File: config.mk
export PLATFORM = sky130hd
export DESIGN_NAME = noc_flit_depacketizer
export DESIGN_NICKNAME = d
export VERILOG_FILES = /design/src/rtl/noc_flit_depacketizer_pkg.sv /design/src/rtl/noc_pipe_reg.sv /design/src/rtl/noc_flit_depacketizer.sv
export SDC_FILE = /design/constraint.sdc
export NUM_CORES = 1
export LEC_CHECK = 0
export CAP_MARGIN = 25
export CORE_MARGIN = 3
export CORE_UTILIZATION = 45
export DETAILED_ROUTE_END_ITERATION = 7
export GPL_TIMING_DRIVEN = 0
export PLACE_DENSITY_LB_ADDON = 0.15
export SETUP_SLACK_MARGIN = 0.3
export SYNTH_ARGS = -nofsm -noshare
export SYNTH_HDL_FRONTEND = slang
export SYNTH_SLANG_ARGS = --single-unit
export TNS_END_PERCENT = 50
File: constraint.sdc
create_clock -name clk -period 2.25 [get_ports clk]
set_clock_uncertainty 0.2 [all_clocks]
set_input_delay 0.45 -clock clk [delete_from_list [all_inputs] [get_ports clk]]
set_output_delay 0.45 -clock clk [all_outputs]
set_load 0.01 [all_outputs]
File: src/rtl/noc_flit_depacketizer_pkg.sv
// Shared NoC receive-side definitions: flit types, error codes and HEAD payload layout.
package noc_flit_depacketizer_pkg;

  typedef enum logic [1:0] {
    FLIT_BODY = 2'b00,
    FLIT_TAIL = 2'b01,
    FLIT_HEAD = 2'b10,
    FLIT_RSV  = 2'b11
  } e_flit_type;

  typedef enum logic [1:0] {
    ERR_NONE  = 2'b00,
    ERR_DEST  = 2'b01,
    ERR_LEN   = 2'b10,
    ERR_FRAME = 2'b11
  } e_rx_err;

  typedef enum logic [2:0] {
    HF_DEST_X,
    HF_DEST_Y,
    HF_SRC_X,
    HF_SRC_Y,
    HF_TYPE,
    HF_ORDER,
    HF_LEN
  } e_head_field;

  localparam int unsigned FLIT_TYPE_W = 2;

  // HEAD fields are packed LSB first in the order of e_head_field.
  function automatic int unsigned head_off(input e_head_field f,
                                           input int unsigned xw,
                                           input int unsigned yw,
                                           input int unsigned tw,
                                           input int unsigned ow);
    case (f)
      HF_DEST_X: return 0;
      HF_DEST_Y: return xw;
      HF_SRC_X:  return xw + yw;
      HF_SRC_Y:  return 2 * xw + yw;
      HF_TYPE:   return 2 * xw + 2 * yw;
      HF_ORDER:  return 2 * xw + 2 * yw + tw;
      HF_LEN:    return 2 * xw + 2 * yw + tw + ow;
      default:   return 0;
    endcase
  endfunction

endpackage

File: src/rtl/noc_pipe_reg.sv
// One-entry valid/ready register; accepts a new word whenever empty or draining.
module noc_pipe_reg #(
  parameter int W = 8
) (
  input  logic         clk,
  input  logic         rst_n,
  input  logic         in_valid_i,
  output logic         in_ready_o,
  input  logic [W-1:0] in_data_i,
  output logic         out_valid_o,
  input  logic         out_ready_i,
  output logic [W-1:0] out_data_o
);

  logic         valid_q, valid_d;
  logic [W-1:0] data_q, data_d;

  assign in_ready_o  = !valid_q || out_ready_i;
  assign out_valid_o = valid_q;
  assign out_data_o  = data_q;

  always_comb begin
    valid_d = valid_q;
    data_d  = data_q;
    if (in_ready_o) begin
      valid_d = in_valid_i;
      if (in_valid_i) data_d = in_data_i;
    end
  end

  always_ff @(posedge clk or negedge rst_n) begin
    if (!rst_n) begin
      valid_q <= 1'b0;
      data_q  <= '0;
    end else begin
      valid_q <= valid_d;
      data_q  <= data_d;
    end
  end

endmodule

File: src/rtl/noc_flit_depacketizer.sv
// Local-port NoC receiver: checks HEAD destination, emits the decoded header as one
// handshake and the payload as a stream with last, enforcing framing and length.
module noc_flit_depacketizer
  import noc_flit_depacketizer_pkg::*;
#(
  parameter int FLIT_W  = 64,
  parameter int DATA_W  = FLIT_W - 2,
  parameter int ID_X_W  = 2,
  parameter int ID_Y_W  = 2,
  parameter int TYPE_W  = 2,
  parameter int ORDER_W = 8,
  parameter int LEN_W   = 8
) (
  input  logic               clk,
  input  logic               rst_n,
  input  logic [ID_X_W-1:0]  local_x,
  input  logic [ID_Y_W-1:0]  local_y,
  input  logic               flit_in_valid,
  output logic               flit_in_ready,
  input  logic [FLIT_W-1:0]  flit_in,
  output logic               hdr_valid,
  input  logic               hdr_ready,
  output logic [ID_X_W-1:0]  hdr_src_x,
  output logic [ID_Y_W-1:0]  hdr_src_y,
  output logic [TYPE_W-1:0]  hdr_type,
  output logic [ORDER_W-1:0] hdr_order,
  output logic [LEN_W-1:0]   hdr_len,
  output logic               dat_valid,
  input  logic               dat_ready,
  output logic [DATA_W-1:0]  dat,
  output logic               dat_last,
  output logic               err_pulse,
  output logic [1:0]         err_code
);

  localparam int unsigned OFF_DX  = head_off(HF_DEST_X, ID_X_W, ID_Y_W, TYPE_W, ORDER_W);
  localparam int unsigned OFF_DY  = head_off(HF_DEST_Y, ID_X_W, ID_Y_W, TYPE_W, ORDER_W);
  localparam int unsigned OFF_SX  = head_off(HF_SRC_X,  ID_X_W, ID_Y_W, TYPE_W, ORDER_W);
  localparam int unsigned OFF_SY  = head_off(HF_SRC_Y,  ID_X_W, ID_Y_W, TYPE_W, ORDER_W);
  localparam int unsigned OFF_TY  = head_off(HF_TYPE,   ID_X_W, ID_Y_W, TYPE_W, ORDER_W);
  localparam int unsigned OFF_ORD = head_off(HF_ORDER,  ID_X_W, ID_Y_W, TYPE_W, ORDER_W);
  localparam int unsigned OFF_LEN = head_off(HF_LEN,    ID_X_W, ID_Y_W, TYPE_W, ORDER_W);

  typedef enum logic [1:0] {
    S_IDLE,
    S_HDR,
    S_BODY,
    S_DROP
  } state_e;

  state_e             state_q, state_d;
  logic               hdr_valid_q, hdr_valid_d;
  logic [ID_X_W-1:0]  src_x_q, src_x_d;
  logic [ID_Y_W-1:0]  src_y_q, src_y_d;
  logic [TYPE_W-1:0]  type_q, type_d;
  logic [ORDER_W-1:0] order_q, order_d;
  logic [LEN_W-1:0]   len_q, len_d;
  logic [LEN_W:0]     cnt_q, cnt_d;
  logic               err_pulse_q, err_pulse_d;
  e_rx_err            err_code_q, err_code_d;
  e_rx_err            err_now;

  e_flit_type         flit_type;
  logic               flit_acc;
  logic               dest_match;
  logic               push, push_last;
  logic               pipe_in_ready;
  logic [LEN_W:0]     len_ext;

  assign flit_type  = e_flit_type'(flit_in[FLIT_W-1 -: FLIT_TYPE_W]);
  assign flit_acc   = flit_in_valid && flit_in_ready;
  assign dest_match = (flit_in[OFF_DX +: ID_X_W] == local_x) &&
                      (flit_in[OFF_DY +: ID_Y_W] == local_y);
  // Counter is one bit wider than len so len = all-ones never wraps.
  assign len_ext    = {1'b0, len_q};

  always_comb begin
    flit_in_ready = 1'b0;
    case (state_q)
      S_IDLE:  flit_in_ready = !hdr_valid_q;
      S_HDR:   flit_in_ready = 1'b0;
      S_BODY:  flit_in_ready = pipe_in_ready;
      S_DROP:  flit_in_ready = 1'b1;
      default: flit_in_ready = 1'b0;
    endcase
  end

  always_comb begin
    state_d     = state_q;
    hdr_valid_d = hdr_valid_q;
    src_x_d     = src_x_q;
    src_y_d     = src_y_q;
    type_d      = type_q;
    order_d     = order_q;
    len_d       = len_q;
    cnt_d       = cnt_q;
    err_now     = ERR_NONE;
    push        = 1'b0;
    push_last   = 1'b0;

    case (state_q)
      S_IDLE: begin
        if (flit_acc) begin
          if (flit_type == FLIT_HEAD) begin
            if (dest_match) begin
              src_x_d     = flit_in[OFF_SX  +: ID_X_W];
              src_y_d     = flit_in[OFF_SY  +: ID_Y_W];
              type_d      = flit_in[OFF_TY  +: TYPE_W];
              order_d     = flit_in[OFF_ORD +: ORDER_W];
              len_d       = flit_in[OFF_LEN +: LEN_W];
              hdr_valid_d = 1'b1;
              state_d     = S_HDR;
            end else begin
              err_now = ERR_DEST;
              state_d = S_DROP;
            end
          end else begin
            err_now = ERR_FRAME;
          end
        end
      end

      S_HDR: begin
        if (hdr_valid_q && hdr_ready) begin
          hdr_valid_d = 1'b0;
          cnt_d       = '0;
          state_d     = S_BODY;
        end
      end

      S_BODY: begin
        if (flit_acc) begin
          case (flit_type)
            FLIT_BODY: begin
              push  = 1'b1;
              cnt_d = cnt_q + 1'b1;
              // Packet overran its declared length: close it here, drop the rest.
              if (cnt_q == len_ext) begin
                push_last = 1'b1;
                err_now   = ERR_LEN;
                state_d   = S_DROP;
              end
            end
            FLIT_TAIL: begin
              push      = 1'b1;
              push_last = 1'b1;
              state_d   = S_IDLE;
              if (cnt_q != len_ext) err_now = ERR_LEN;
            end
            default: err_now = ERR_FRAME;
          endcase
        end
      end

      S_DROP: begin
        if (flit_acc && flit_type == FLIT_TAIL) state_d = S_IDLE;
      end

      default: state_d = S_IDLE;
    endcase

    err_pulse_d = (err_now != ERR_NONE);
    err_code_d  = (err_now != ERR_NONE) ? err_now : err_code_q;
  end

  always_ff @(posedge clk or negedge rst_n) begin
    if (!rst_n) begin
      state_q     <= S_IDLE;
      hdr_valid_q <= 1'b0;
      src_x_q     <= '0;
      src_y_q     <= '0;
      type_q      <= '0;
      order_q     <= '0;
      len_q       <= '0;
      cnt_q       <= '0;
      err_pulse_q <= 1'b0;
      err_code_q  <= ERR_NONE;
    end else begin
      state_q     <= state_d;
      hdr_valid_q <= hdr_valid_d;
      src_x_q     <= src_x_d;
      src_y_q     <= src_y_d;
      type_q      <= type_d;
      order_q     <= order_d;
      len_q       <= len_d;
      cnt_q       <= cnt_d;
      err_pulse_q <= err_pulse_d;
      err_code_q  <= err_code_d;
    end
  end

  noc_pipe_reg #(
    .W (DATA_W + 1)
  ) u_dat_reg (
    .clk         (clk),
    .rst_n       (rst_n),
    .in_valid_i  (push),
    .in_ready_o  (pipe_in_ready),
    .in_data_i   ({push_last, flit_in[DATA_W-1:0]}),
    .out_valid_o (dat_valid),
    .out_ready_i (dat_ready),
    .out_data_o  ({dat_last, dat})
  );

  assign hdr_valid = hdr_valid_q;
  assign hdr_src_x = src_x_q;
  assign hdr_src_y = src_y_q;
  assign hdr_type  = type_q;
  assign hdr_order = order_q;
  assign hdr_len   = len_q;
  assign err_pulse = err_pulse_q;
  assign err_code  = err_code_q;

endmodule

==> results by group <==
Status
  • Status: finished clean

Synthesis
  • Synth Warn #: 0
  • Synth area leader: dfrtp_1
  • Mean Syn Cell Area: 15.2 sq um
  • Flip-flop and latch count after synthesis: just over 100
  • Sequential fraction of the synthesis area: 0.565
  • Syn nets: 368
  • Post-synthesis cell type count: 41
  • Cells after synthesis: between 200 and 300
  • Top-area cell type share of the netlist area: 0.565
  • Cell area after synthesis: approximately 4500 sq um
  • Synth area leaders: dfrtp_1, mux2_4, mux2_2

Routing
  • DR WL/cell: 18.5 microns
  • Via Count: 3173
  • Vias/cell: 4.99
  • Antenna viol nets, final: 0
  • Drt total wl: 11800 microns
  • Drt initial violations: about 100
  • First drt pass iteration count: 4
  • # DRC: 0

STA
  • Max Transition Viols Final: 0
  • Final period utilization: 0.908
  • Relative slew margins: 0.552
  • Final Critical Period: 2.04 ns
  • Tightest Pin Transition: 0.672 ns
  • FMAX: between 0.4 and 0.5 GHz
  • Fin. Hold Viols: 0
  • Final setup vio count: 0
  • Unrepaired setup endpoints after global routing: yes

Setup path
  • WS Path Type: flop to flop
  • R2R depth: 5
  • Crit path max fanout: 3
  • Worst Setup SP: hdr_len[5]$_DFFE_PN0P_
  • R2r endpoint: err_code[0]$_DFFE_PN0P_
  • Worst r2r src: hdr_len[5]$_DFFE_PN0P_
  • Slowest-stage cell, CP: nor4_2
  • CP Capture Type: flop
  • Reg2reg setup slack: between 0.2 and 0.25 ns
  • Critical Path AT: 2.13 ns
  • Worst Setup Start Kind: flop
  • CP cell instances: xor2_1, nor4_2, a31oi_1, a211oi_2, a2bb2oi_1
  • Critical Path End: err_code[0]$_DFFE_PN0P_
  • CP peak stage delay: 0.50 ns
  • CP Data Required Time: 2.34 ns

Global routing
  • GRT Total Usage: 0.205
  • Largest net degree at the start of global routing: 53
  • Number of global-route vias before repair: around 3300
  • Grt ovf: 0
  • Initial antenna violation count: 0
  • First-pass GRT wire length: 17900 microns

Layout
  • Sequential cell area: 2530 sq um
  • Share of cells above drive strength 1: 0.329
  • Final Util: 0.745
  • # diodes: 0
  • Number of fill cells in the layout: 657
  • Area of the multi-input gates: 1910 sq um
  • Final Net Count: approximately 580
  • Syn-to-layout area delta: 57.5%

Clock tree
  • TritonCTS clock tree: built
  • H-tree depth: 3
  • Clk_lat worst skew: 0.37 ns
  • CTS Buf Count: 9
  • Clock-pin slew on the worst setup and hold paths: about 0.1 ns
  • Root Driver: clkbuf_8
  • CTS Buffer Depth: 2
  • TritonCTS Sinks: 101

Pwr
  • P_leak: 3.60 nW
  • Max rail drop VDD: 0.559 mV
  • Total power: 8.26 mW
  • Pwr Density: 1170 nW/um^2

Min path
  • HP Class: input port to flop

Placed design
  • # port buffers: 163
  • Post-DP HPWL: 7890 microns
  • Routability congestion estimate: roughly 0.78

Die
  • Initial core utilization: 0.473
  • Die area: 11200 sq um
  • Die H: 106 microns
  • Row cnt: 35
  • IO Pins: 164
  • Core Area: roughly 9500 sq um
  • Chip width: 106 microns

Run
  • MaxCap Viol Count: 0
## cells in the final DEF, fill, tap and decap left out, types with 3 or more instances in the layout
| cell | count |
|---|---|
| mux2_2 | 26 |
| buf_4 | 24 |
| nand4_1 | 7 |
| buf_12 | 8 |
| dlygate4sd2_1 | 7 |
| clkbuf_8 | 9 |
| clkinvlp_4 | 3 |
| nor2_1 | 13 |
| mux2_4 | 58 |
| nor2_4 | 3 |
| dfrtp_1 | 100 |
| a21oi_1 | 3 |
| inv_1 | 5 |
| xor2_1 | 15 |
| nand2_1 | 8 |
| dlymetal6s2s_1 | 15 |
| xnor2_1 | 4 |
| buf_6 | 6 |
| clkdlybuf4s50_1 | 138 |
## how the worst min path moves through the flow
stage,cells after the start,from,slack [ns],end
final,2,flit_in[1],0.29,u_dat_reg.out_data_o[1]$_DFFE_PN0P_
after global routing,2,flit_in[2],0.29,u_dat_reg.out_data_o[2]$_DFFE_PN0P_
after floorplan,0,rst_n,-0.05,cnt_q[0]$_DFFE_PN0P_
after detailed placement,1,hdr_src_y[0]$_DFFE_PN0P_,0.29,hdr_src_y[0]$_DFFE_PN0P_
after CTS,2,flit_in[1],0.28,u_dat_reg.out_data_o[1]$_DFFE_PN0P_
after global placement,1,hdr_type[1]$_DFFE_PN0P_,0.27,hdr_type[1]$_DFFE_PN0P_
## power by group
part / internal, mW / total, mW / leakage [nW] / switching (mW)
clock: 0.513 / 1.14 / 0.0850 / 0.631
combinational: 2.64 / 4.11 / 2.23 / 1.48
sequential: 2.55 / 3.00 / 1.29 / 0.458
## cell usage after synthesis, drive strengths merged
library cell and n:
a211oi 2, a21oi 3, and3 2, xnor2 4, a22oi 1, nor4 1
a31oi 2, dfrtp 101, o21ai 4, a22o 1, buf 11, nor2 16
ha 1, nand3 4, nand4 7, o32a 1, inv 5, xor2 15
nand2b 3, and2 1, a2bb2oi 2, o31ai 1, a21o 1, nand2 10
or3b 1, o211a 1, o22ai 1, nor2b 3, mux2 85, nor3 2
o211ai 2
## per-stage QoR
| stage | TNS (ns) | instance area (sq um) | worst slack (ns) | std cells | hold slack [ns] |
|---|---|---|---|---|---|
| after floorplan | 0 | 4470 | 0.391 | 294 | -0.0456 |
| after global placement | -354.19 | 6260 | -3.35 | 586 | 0.274 |
| after detailed placement | -20.50 | 6290 | -0.303 | 587 | 0.293 |
| after CTS | 0 | 6740 | 0.225 | 618 | 0.275 |
| after global routing | 0 | 7040 | 0.134 | 636 | 0.285 |
| final | 0 | 7040 | 0.208 | 636 | 0.286 |
## area by class of cell
cell class	count	area share
Timing Repair Buffer	198	0.290
Tap cell	129	0.0229
Multi-Input combinational cell	177	0.271
Inverter	5	0.00266
Clock buffer	10	0.0181
Buffer	11	0.0274
Clock inverter	5	0.00870
Sequential cell	101	0.359
## cell families (layout without fill, tap and decap cells)
| kind of cell | count (synthesis) | after routing | synth area share |
|---|---|---|---|
| flip-flops | 101 | 101 | 0.565 |
| multiplexers | 85 | 85 | 0.263 |
| adder cells (fa/ha/maj) | 1 | 1 | 0.00280 |
| XOR/XNOR | 19 | 19 | 0.0372 |
| buffers and inverters | 16 | 229 | 0.0302 |
| AO/OA/AOI/OAI | 22 | 22 | 0.0378 |
| AND/OR/NAND/NOR | 50 | 50 | 0.0641 |
## critical path, delay by kind of cell, from the launching register on
kind            cells  cell delay (ns)
xor+xnor            1             0.19
flops               1             0.42
simple gates        1             0.50
compound gates      3             0.65
## per-layer routing
metal	vias up	GRT usage	wire length, microns
met3	17	0.0612	682
met1	1612	0.241	4610
met5	-	0	0
met4	0	0.0648	203
li1	1452	-	-
met2	92	0.359	6270
## registers in the layout (all words and copies together) (netlist names), 2 cells and up
signal and count:
err_code 2, hdr_order 8, hdr_type 2, hdr_src_y 2, cnt_q 9, hdr_src_x 2, u_dat_reg.out_data_o 63, hdr_len 8
state_q 2
## what timing repair did
action                                  in CTS  in global routing
endpoints found under the hold margin       49                  0
resized for setup                           37                 39
hold buffers                                 1                  0
gates cloned                                 2                  2
pin swaps                                    6                 16
endpoints found under the setup margin     122                180
setup buffers                               13                 16
Power figures use the tool's default switching activity.
